**src/rtl/rv_p4_pkg.sv**
```systemverilog
// ============================================================================
// Module : rv_p4_pkg
// Brief  : Shared types and TUE CSR map for the table-update initiator.
// Rev    : 1.0
// ============================================================================
`default_nettype none

package rv_p4_pkg;

    localparam int MAU_TCAM_KEY_W  = 512;
    localparam int TUE_INIT_NUM_WR = 40;

    localparam logic [11:0] TUE_REG_CMD       = 12'h000;
    localparam logic [11:0] TUE_REG_TABLE_ID  = 12'h004;
    localparam logic [11:0] TUE_REG_STAGE     = 12'h008;
    localparam logic [11:0] TUE_REG_KEY_0     = 12'h010;
    localparam logic [11:0] TUE_REG_MASK_0    = 12'h050;
    localparam logic [11:0] TUE_REG_ACTION_ID = 12'h090;
    localparam logic [11:0] TUE_REG_ACTION_P0 = 12'h094;
    localparam logic [11:0] TUE_REG_ACTION_P1 = 12'h098;
    localparam logic [11:0] TUE_REG_ACTION_P2 = 12'h09C;
    localparam logic [11:0] TUE_REG_COMMIT    = 12'h0A0;
    localparam logic [11:0] TUE_REG_STATUS    = 12'h0A4;

    typedef enum logic [1:0] {
        TI_OK      = 2'd0,
        TI_SLVERR  = 2'd1,
        TI_TIMEOUT = 2'd2
    } tue_init_rsp_t;

    typedef struct packed {
        logic [1:0]                cmd;
        logic [4:0]                stage;
        logic [15:0]               table_id;
        logic [MAU_TCAM_KEY_W-1:0] key;
        logic [MAU_TCAM_KEY_W-1:0] mask;
        logic [15:0]               action_id;
        logic [95:0]               params;
    } tue_entry_t;

endpackage

`default_nettype wire

```
**src/rtl/tue_cfg_wmux.sv**
```systemverilog
// ============================================================================
// Module : tue_cfg_wmux
// Brief  : Maps write-word index and latched entry to APB address/data.
// Rev    : 1.0
// ============================================================================
`default_nettype none

module tue_cfg_wmux
    import rv_p4_pkg::*;
(
    input  logic [5:0]  w_i,
    input  tue_entry_t  entry_i,
    output logic [11:0] paddr_o,
    output logic [31:0] pwdata_o
);

    logic [3:0] w_kidx;
    logic [1:0] w_pidx;

    always_comb begin
        w_kidx   = '0;
        w_pidx   = '0;
        paddr_o  = TUE_REG_COMMIT;
        pwdata_o = 32'h1;
        if (w_i == 6'd0) begin
            paddr_o  = TUE_REG_CMD;
            pwdata_o = {30'b0, entry_i.cmd};
        end else if (w_i == 6'd1) begin
            paddr_o  = TUE_REG_TABLE_ID;
            pwdata_o = {16'b0, entry_i.table_id};
        end else if (w_i == 6'd2) begin
            paddr_o  = TUE_REG_STAGE;
            pwdata_o = {27'b0, entry_i.stage};
        end else if (w_i <= 6'd18) begin
            w_kidx   = 4'(w_i - 6'd3);
            paddr_o  = TUE_REG_KEY_0 + {6'b0, w_kidx, 2'b00};
            pwdata_o = entry_i.key[{w_kidx, 5'b0} +: 32];
        end else if (w_i <= 6'd34) begin
            w_kidx   = 4'(w_i - 6'd19);
            paddr_o  = TUE_REG_MASK_0 + {6'b0, w_kidx, 2'b00};
            pwdata_o = entry_i.mask[{w_kidx, 5'b0} +: 32];
        end else if (w_i == 6'd35) begin
            paddr_o  = TUE_REG_ACTION_ID;
            pwdata_o = {16'b0, entry_i.action_id};
        end else if (w_i <= 6'd38) begin
            w_pidx   = 2'(w_i - 6'd36);
            paddr_o  = TUE_REG_ACTION_P0 + {8'b0, w_pidx, 2'b00};
            pwdata_o = entry_i.params[{w_pidx, 5'b0} +: 32];
        end
    end

endmodule

`default_nettype wire

```
**src/rtl/tue_cfg_initiator.sv**
```systemverilog
// ============================================================================
// Module : tue_cfg_initiator
// Brief  : APB master writing one table entry into the TUE, then polling STATUS.
// Rev    : 1.0
// ============================================================================
`default_nettype none

module tue_cfg_initiator
    import rv_p4_pkg::*;
#(
    parameter int TIMEOUT_CYCLES = 256,
    parameter int GRACE_POLLS    = 4
) (
    input  logic                      clk_ctrl,
    input  logic                      rst_ctrl_n,
    input  logic                      req_valid,
    output logic                      req_ready,
    input  logic [1:0]                req_cmd,
    input  logic [4:0]                req_stage,
    input  logic [15:0]               req_table_id,
    input  logic [MAU_TCAM_KEY_W-1:0] req_key,
    input  logic [MAU_TCAM_KEY_W-1:0] req_mask,
    input  logic [15:0]               req_action_id,
    input  logic [95:0]               req_action_params,
    output logic                      rsp_valid,
    output logic [1:0]                rsp_status,
    output logic                      apb_psel,
    output logic                      apb_penable,
    output logic                      apb_pwrite,
    output logic [11:0]               apb_paddr,
    output logic [31:0]               apb_pwdata,
    input  logic [31:0]               apb_prdata,
    input  logic                      apb_pready,
    input  logic                      apb_pslverr
);

    localparam int TMO_W = $clog2(TIMEOUT_CYCLES + 1);
    localparam int GR_W  = $clog2(GRACE_POLLS + 1);
    localparam logic [5:0] LAST_W = 6'(TUE_INIT_NUM_WR - 1);

    localparam logic [2:0] ST_IDLE      = 3'd0;
    localparam logic [2:0] ST_WR_SETUP  = 3'd1;
    localparam logic [2:0] ST_WR_ACCESS = 3'd2;
    localparam logic [2:0] ST_WR_GAP    = 3'd3;
    localparam logic [2:0] ST_RD_SETUP  = 3'd4;
    localparam logic [2:0] ST_RD_ACCESS = 3'd5;
    localparam logic [2:0] ST_RD_GAP    = 3'd6;
    localparam logic [2:0] ST_RESP      = 3'd7;

    logic [2:0]       state_q, state_d;
    logic [5:0]       w_q, w_d;
    tue_entry_t       entry_q, entry_d;
    logic [TMO_W-1:0] tmo_q, tmo_d;
    logic [GR_W-1:0]  grace_q, grace_d;
    logic             seen_busy_q, seen_busy_d;
    tue_init_rsp_t    status_q, status_d;

    logic [11:0] w_mux_addr;
    logic [31:0] w_mux_data;
    logic        w_wr_act;
    logic        w_rd_act;
    logic        w_poll;
    logic        w_expired;
    logic        w_unused_prdata;

    tue_cfg_wmux u_wmux (
        .w_i      (w_q),
        .entry_i  (entry_q),
        .paddr_o  (w_mux_addr),
        .pwdata_o (w_mux_data)
    );

    assign w_wr_act  = (state_q == ST_WR_SETUP) || (state_q == ST_WR_ACCESS);
    assign w_rd_act  = (state_q == ST_RD_SETUP) || (state_q == ST_RD_ACCESS);
    assign w_poll    = w_rd_act || (state_q == ST_RD_GAP);
    assign w_expired = (tmo_q == '0);
    assign w_unused_prdata = ^apb_prdata[31:2];

    always_comb begin
        state_d     = state_q;
        w_d         = w_q;
        entry_d     = entry_q;
        tmo_d       = tmo_q;
        grace_d     = grace_q;
        seen_busy_d = seen_busy_q;
        status_d    = status_q;

        if (w_poll && !w_expired) begin
            tmo_d = tmo_q - TMO_W'(1);
        end

        case (state_q)
            ST_IDLE: begin
                if (req_valid) begin
                    entry_d = '{cmd: req_cmd, stage: req_stage, table_id: req_table_id,
                                key: req_key, mask: req_mask, action_id: req_action_id,
                                params: req_action_params};
                    w_d     = '0;
                    state_d = ST_WR_SETUP;
                end
            end
            ST_WR_SETUP: state_d = ST_WR_ACCESS;
            ST_WR_ACCESS: begin
                if (apb_pready) begin
                    if (apb_pslverr) begin
                        status_d = TI_SLVERR;
                        state_d  = ST_RESP;
                    end else if (w_q == LAST_W) begin
                        tmo_d       = TMO_W'(TIMEOUT_CYCLES);
                        grace_d     = '0;
                        seen_busy_d = 1'b0;
                        state_d     = ST_RD_GAP;
                    end else begin
                        state_d = ST_WR_GAP;
                    end
                end
            end
            ST_WR_GAP: begin
                w_d     = w_q + 6'd1;
                state_d = ST_WR_SETUP;
            end
            ST_RD_GAP: begin
                if (w_expired) begin
                    status_d = TI_TIMEOUT;
                    state_d  = ST_RESP;
                end else begin
                    state_d = ST_RD_SETUP;
                end
            end
            // An expired timer still lets the in-flight read finish.
            ST_RD_SETUP: state_d = ST_RD_ACCESS;
            ST_RD_ACCESS: begin
                if (apb_pready) begin
                    state_d = ST_RD_GAP;
                    if (w_expired) begin
                        status_d = TI_TIMEOUT;
                        state_d  = ST_RESP;
                    end else if (apb_pslverr) begin
                        status_d = TI_SLVERR;
                        state_d  = ST_RESP;
                    end else begin
                        case (apb_prdata[1:0])
                            2'd2: begin
                                status_d = TI_OK;
                                state_d  = ST_RESP;
                            end
                            2'd1: seen_busy_d = 1'b1;
                            2'd3: begin
                                status_d = TI_SLVERR;
                                state_d  = ST_RESP;
                            end
                            default: begin
                                // Idle after busy means the one-cycle done was missed.
                                if (seen_busy_q || (grace_q + GR_W'(1) == GR_W'(GRACE_POLLS))) begin
                                    status_d = TI_OK;
                                    state_d  = ST_RESP;
                                end else begin
                                    grace_d = grace_q + GR_W'(1);
                                end
                            end
                        endcase
                    end
                end
            end
            ST_RESP: state_d = ST_IDLE;
            default: state_d = ST_IDLE;
        endcase
    end

    always_ff @(posedge clk_ctrl) begin
        if (!rst_ctrl_n) begin
            state_q     <= ST_IDLE;
            w_q         <= '0;
            entry_q     <= '0;
            tmo_q       <= '0;
            grace_q     <= '0;
            seen_busy_q <= 1'b0;
            status_q    <= TI_OK;
        end else begin
            state_q     <= state_d;
            w_q         <= w_d;
            entry_q     <= entry_d;
            tmo_q       <= tmo_d;
            grace_q     <= grace_d;
            seen_busy_q <= seen_busy_d;
            status_q    <= status_d;
        end
    end

    assign req_ready   = (state_q == ST_IDLE);
    assign rsp_valid   = (state_q == ST_RESP);
    assign rsp_status  = status_q;
    assign apb_psel    = w_wr_act || w_rd_act;
    assign apb_penable = (state_q == ST_WR_ACCESS) || (state_q == ST_RD_ACCESS);
    assign apb_pwrite  = w_wr_act;
    assign apb_paddr   = w_wr_act ? w_mux_addr : (w_rd_act ? TUE_REG_STATUS : 12'h000);
    assign apb_pwdata  = w_wr_act ? w_mux_data : 32'h0;

endmodule

`default_nettype wire

```
**config.mk**
```make
export PLATFORM = sky130hd
export DESIGN_NAME = tue_cfg_initiator
export DESIGN_NICKNAME = d
export VERILOG_FILES = /design/src/rtl/rv_p4_pkg.sv /design/src/rtl/tue_cfg_wmux.sv /design/src/rtl/tue_cfg_initiator.sv
export SDC_FILE = /design/constraint.sdc
export NUM_CORES = 2
export LEC_CHECK = 0
export ABC_AREA = 1
export BUFFER_PORTS_ARGS = -buffer_cell sky130_fd_sc_hd__buf_2
export CORE_AREA = 5 5 484 486
export CTS_CLUSTER_DIAMETER = 30
export DETAILED_ROUTE_END_ITERATION = 12
export DIE_AREA = 0 0 489 491
export GPL_TIMING_DRIVEN = 0
export HOLD_SLACK_MARGIN = 0.12
export PLACE_DENSITY_LB_ADDON = 0.12
export SETUP_SLACK_MARGIN = 0.02
export SYNTH_ARGS = -nofsm -noshare
export SYNTH_HDL_FRONTEND = slang
export SYNTH_HIERARCHICAL = 1
export SYNTH_SLANG_ARGS = --single-unit
```
**constraint.sdc**
```tcl
create_clock -name clk_ctrl -period 3.2 [get_ports clk_ctrl]
set_clock_uncertainty 0.15 [all_clocks]
set_input_delay 0.32 -clock clk_ctrl [delete_from_list [all_inputs] [get_ports clk_ctrl]]
set_output_delay 0.32 -clock clk_ctrl [all_outputs]
set_load 0.05 [all_outputs]
```
; After elaboration in Yosys (flattened, before gate mapping)
; Index checks and enable logic that the tools add are counted.
[word_totals]
register_bits = 1183
inputBits = 1196
output_inout_bits = 51
[classes]
magnitude_cmp = 3
add_sub_neg = 9
n_reduce_logical = 22
eq_ne = 29
shifts = 3
muxes = 61
[op_table]
columns = cell, n
row1 = 512-bit by 10-bit variable part select with 32-bit output, 2
row2 = 32-bit 2-to-1 mux, 8
row3 = 12-bit 2-to-1 mux, 8
row4 = 96-bit by 8-bit variable part select with 32-bit output, 1
row5 = 9-bit 2-to-1 mux, 5
row6 = 3-bit 2-to-1 mux, 13
row7 = 3-bit one-hot mux with 8 select lines, 1
row8 = "2-bit != test, second input constant", 10
row9 = 2-bit 2-to-1 mux, 8
row10 = "3-bit == test, second input constant", 5
row11 = "6-bit == test, second input constant", 2
row12 = "6-bit less-or-equal comparator, second input constant", 2
row13 = 2-bit one-hot mux with 3 select lines, 2
row14 = 6-bit one-hot mux with 2 select lines, 1
row15 = 1-bit 2-to-1 mux, 10
row16 = "8-bit by 4-bit adder with 9-bit output, first input constant", 1
row17 = 9-bit logical NOT, 1
row18 = 9-bit AND reduction, 1
row19 = "9-bit by 1-bit subtractor with 9-bit output, second input constant", 1
row20 = "7-bit by 6-bit adder with 8-bit output, first input constant", 1
row21 = 8-bit 2-to-1 mux, 1
row22 = 8-bit AND reduction, 1
row23 = "4-bit by 2-bit subtractor with 4-bit output, second input constant", 2
row24 = "5-bit by 6-bit adder with 7-bit output, first input constant", 1
row25 = 28 further kinds, 39

; Longest topological paths before layout
[depth]
ltp_word = 10
ltp_mapped = 20

; By module
; Netlist, hierarchy kept.
[by_module_without_submodules]
columns = module, n_inst, seq_area_each_um2, cells_each, area_per_inst_um2
row1 = tue_cfg_initiator, 1, 23682.7, 5340, 41269.6
row2 = tue_cfg_wmux, 1, 0.0, 2809, 12390.6

; Worst setup path before layout
; OpenSTA, ideal clock, no wires.
[synth_path]
path_type = register to output
from = register w_q[0]
to = output apb_pwdata[26]
arrival_time_ns = 3.210
stages_incl_launch_ff = 21
n_path_buf = 7
setup_slack_ns = -0.480
path_cell_list = dfxtp_1 buf_2 inv_2 buf_2 buf_2 buf_2 ha_1 buf_2 inv_2 buf_2 clkbuf_1 nand3_1 nand2_1 nand2_1 nand3_1 nand2_1 nand2_1 nand3_1 nor2_1 inv_1 nor2_1
[synth_between]
elab_chain_len = 10
word_cells_on_any_way = 21
cone_classes = add/sub (3) / order compare (3) / eq/ne (3) / shift (3) / mux (8) / reduce/logical (1)
[synth_lines]
columns = item, line
row1 = "start, declared", tue_cfg_initiator.sv:51  ; logic [5:0] w_q, w_d;
row2 = "start signal, assigned", tue_cfg_initiator.sv:181  ; w_q <= w_d;
row3 = branches (longest 8 deep; another with 4-bit by 2-bit subtractor with 4-bit output), -
row4 = 32-bit 2-to-1 mux (*), tue_cfg_wmux.sv:25  ; if (w_i == 6'd0) begin
row5 = net w_mux_data[26], tue_cfg_initiator.sv:59  ; logic [31:0] w_mux_data;
row6 = 32-bit 2-to-1 mux (*), tue_cfg_initiator.sv:197  ; assign apb_pwdata = w_wr_act ? w_mux_data : 32'h0;
row7 = "end, declared", tue_cfg_initiator.sv:31  ; output logic [31:0] apb_pwdata,
; Mark *: on every way through the listed nets, which the timed path passes.

; Final worst setup path
[layout_path]
from = register w_q[0]
to = output apb_pwdata[19]
; The elaborated chain is that of the path after synthesis.

==> reports/metrics.yaml <==
cts:
  cts_root_buf: "clkbuf_16"
  clock_latency_ps: 940
  ctsHtreeMaxLevel: 5
  cts_buffer_depth: 4
  cts_num_sinks: 1183
  cts_tree: "done"
  numCtsBuffers: 362
  clk_pin_slew_ps: 40
logic_synthesis:
  synth-simple-area-share: 0.346
  synthAdderAreaFrac: 0.00210
  yosys_warnings: 6
  yosys.cell_types.count: 45
  synthCells: 8149
  synth_top_family_by_area: "simple AND/OR/NAND/NOR gates"
  synth-xor-area-share: 0.00112
  synth_area_leaders: "dfxtp_1, nand2_1, a21oi_1, nand3_1, buf_2"
  synth_compound_area_frac: 0.135
  synthMuxAreaShare: 0
  synth_edf_count: 0
  avgSynthCellArea_um2: 6.58
  ys_seq_elements: 1183
  yosys-top-cells-count: "nand2_1, a21oi_1, dfxtp_1"
  syn_area_mm2: 0.0537
  yosysMostFrequentCell: "nand2_1"
  yosys.area.top_type_share: 0.441
  ys_seq_area_frac: 0.441
  synth-async-reset-ratio: 0
  synth_top_area_cell: "dfxtp_1"
  synth-main-ff-cell: "dfxtp_1"
pwr:
  cellPowerDensity_mw_per_mm2: 810
  p_total_mw: 84.2
  p_leak_nw: 43.3
  vdd_drop_max_mv: 0.454
placement:
  port_buffers: 1210
  dp_hpwl_um: 348000
  place_inst: 12400
  place.gp.congestion: 0.978
  place_area_mm2: 0.0638
final_layout:
  area_growth_pct: 93.5
  finalNetCount: 13200
  drive_above_1_share: 0.229
  instances_no_fill: 15400
  design_area_mm2: 0.104
sta:
  setup_viol: 38
  period_share: 1.48
  fmaxAchievable_ghz: 0.211
  slew_headroom: 0.0961
  setup_tns_ps: -50430
  period_minus_slack_ps: 4750
  finalHoldViolations: 0
  drv_slew: 0
  tightest_slew_ps: 1360
  whs_ps: 160
  fin_ws_ps: -1550
  rsz0062_at_grt: "yes"
die:
  initial_core_util: 0.234
  row_count: 176
  fp.coreArea_mm2: 0.229
  io_pins: 1247
  fp.dieH_um: 491
  die-area_mm2: 0.240
  die_w_um: 489
route:
  ant_nets: 0
  firstDrtPassIters: 6
  vias: 76700
  routed_wl_um: 460000
  first_iter_violations: 7525
  wl_per_cell_um: 29.9
  drc: 0
  vias_per_cell: 4.99
critical_path:
  path_class: "register to primary output"
  cp_slowest_cell: "buf_2"
  cp_top_family: "buffers and inverters"
  reg2reg_depth: 10
  cp.required_ps: 2730
  r2r-start: "state_q[0]"
  r2r_end: "entry_q[1054]"
  arrival_ps: 4280
  cp_slowest_stage_delay_ps: 600
  cp_cell_sequence: "buf_8, buf_4, buf_2, o21ai_0, nand2_1, nand3_1, nand3_2, nand2_4, nand2_4, nand3_4, nor2_4, inv_2, nor2_4, buf_8"
  path_buf_inv: 5
  worstSetupStartpointType: "register"
  worst-r2r-setup-slack_ps: 150
  crit_fanout: 10
  end_kind: "primary output"
min_path:
  hold_start: "req_table_id[12]"
  hold_class: "input port to register"
  worstHoldPathCells: 4
  min_to: "entry_q[1148]"
global_routing:
  grt_pass1_wl_um: 607000
  grt_max_degree: 17
  globalRouteTotalUtil: 0.365
  grt_pass1_vias: 76300
  antenna_found_initial: 66
  gr-total-overflow: 0
status:
  violations: "setup timing"
  status: "complete, but fails checks"
flow_run:
  cap_violations: 0
logic make-up (layout without fill, tap and decap cells):
family                     Yosys count  after routing
and+or+nand+nor                   4637           4637
AOI/OAI and AO/OA                 1414           1414
DFF                               1183           1183
buffers and inverters              899           5061
adders and majority gates            9              9
xor gates and xnor gates             6              6
other                                1             41
flip-flops by register name (all words and copies together), names as in the netlist:
name / cells
entry_q: 1159
w_q: 6
rsp_status: 2
tmo_q: 9
grace_q: 3
state_q: 3
seen_busy_q: 1
through the flow:
| stage | utilization | setup WS, ps |
|---|---|---|
| floorplan | - | 16.9 |
| global placement | 0.278 | -3880 |
| detailed placement | 0.278 | -3720 |
| CTS | 0.447 | -1580 |
| global route | 0.453 | -1550 |
| finish | 0.453 | -1550 |
where the power goes:
part	internal [mW]	leakage (nW)	switching [mW]	total (mW)
sequential	17.8	9.69	1.98	19.7
combinational	8.89	27.6	19.5	28.4
clock	25.5	6.03	10.5	36.0
how the worst max path moves through the flow:
stage          startpoint        endpoint  slack (ps)  depth (start not counted)
2_1_floorplan  state_q[0]    apb_paddr[4]          20                          5
3_3_place_gp       w_q[0]  apb_pwdata[14]       -3880                         20
3_5_place_dp       w_q[0]  apb_pwdata[22]       -3720                         17
4_1_cts            w_q[0]  apb_pwdata[20]       -1580                         21
5_1_grt            w_q[0]  apb_pwdata[25]       -1550                         20
6_report           w_q[0]  apb_pwdata[19]       -1550                         14
area by class of cell:
| class | count | area [um^2] |
|---|---|---|
| multi-input combinational | 6072 | 28900 |
| antenna | 35 | 87.6 |
| inverter | 263 | 1050 |
| clock inverter | 125 | 1720 |
| clock buffer | 513 | 10500 |
| timing repair buffer | 3527 | 29800 |
| buffer | 633 | 4270 |
| sequential | 1183 | 23700 |
| tap | 3026 | 3790 |
| fill | 22500 | 125000 |
cells in the final DEF (no fill, tap or decap), drive strengths merged, types with 4 or more instances in the layout:
master          n
bufinv         38
o21ai          93
inv           270
dlygate4sd3  2231
nor2          176
nand4          11
ha              9
nand3         785
buf          1687
nand2        3627
clkbuf        755
nor3           11
o221ai         14
xor2            4
clkinv         68
a22oi           5
conb            6
o211ai         20
clkinvlp       12
dfxtp        1183
a21oi        1271
o22ai           6
diode          35
or2            14
nor3b          13
metal layers:
| layer | wire, um | share of wire | track usage | vias up |
|---|---|---|---|---|
| li1 | - | - | - | 34200 |
| met1 | 187000 | 0.41 | 0.457 | 36800 |
| met2 | 202000 | 0.44 | 0.574 | 4506 |
| met3 | 35200 | 0.076 | 0.0625 | 1260 |
| met4 | 35800 | 0.078 | 0.242 | 12 |
| met5 | 85 | 0.00018 | 0 | - |
repair_timing:
action | CTS | global route
pin swaps | 105 | 100
gates cloned | 4 | 5
hold buffers | 2231 | 0
gates resized for setup | 812 | 244
endpoints found under the hold margin | 1182 | 0
buffers inserted | 53 | 25
setup endpoints to repair | 39 | 42
worst register-to-register path, cell delays in order, from the launching register on:
cell and delay (ps):
dfxtp_1 360, nor2_2 190, inv_2 90, nor2_4 110, nand2_2 130, inv_6 340, buf_6 270, clkbuf_1 390
nand2_1 240, a21oi_1 190, dlygate4sd3_1 570
Power figures use the tool's default switching activity.
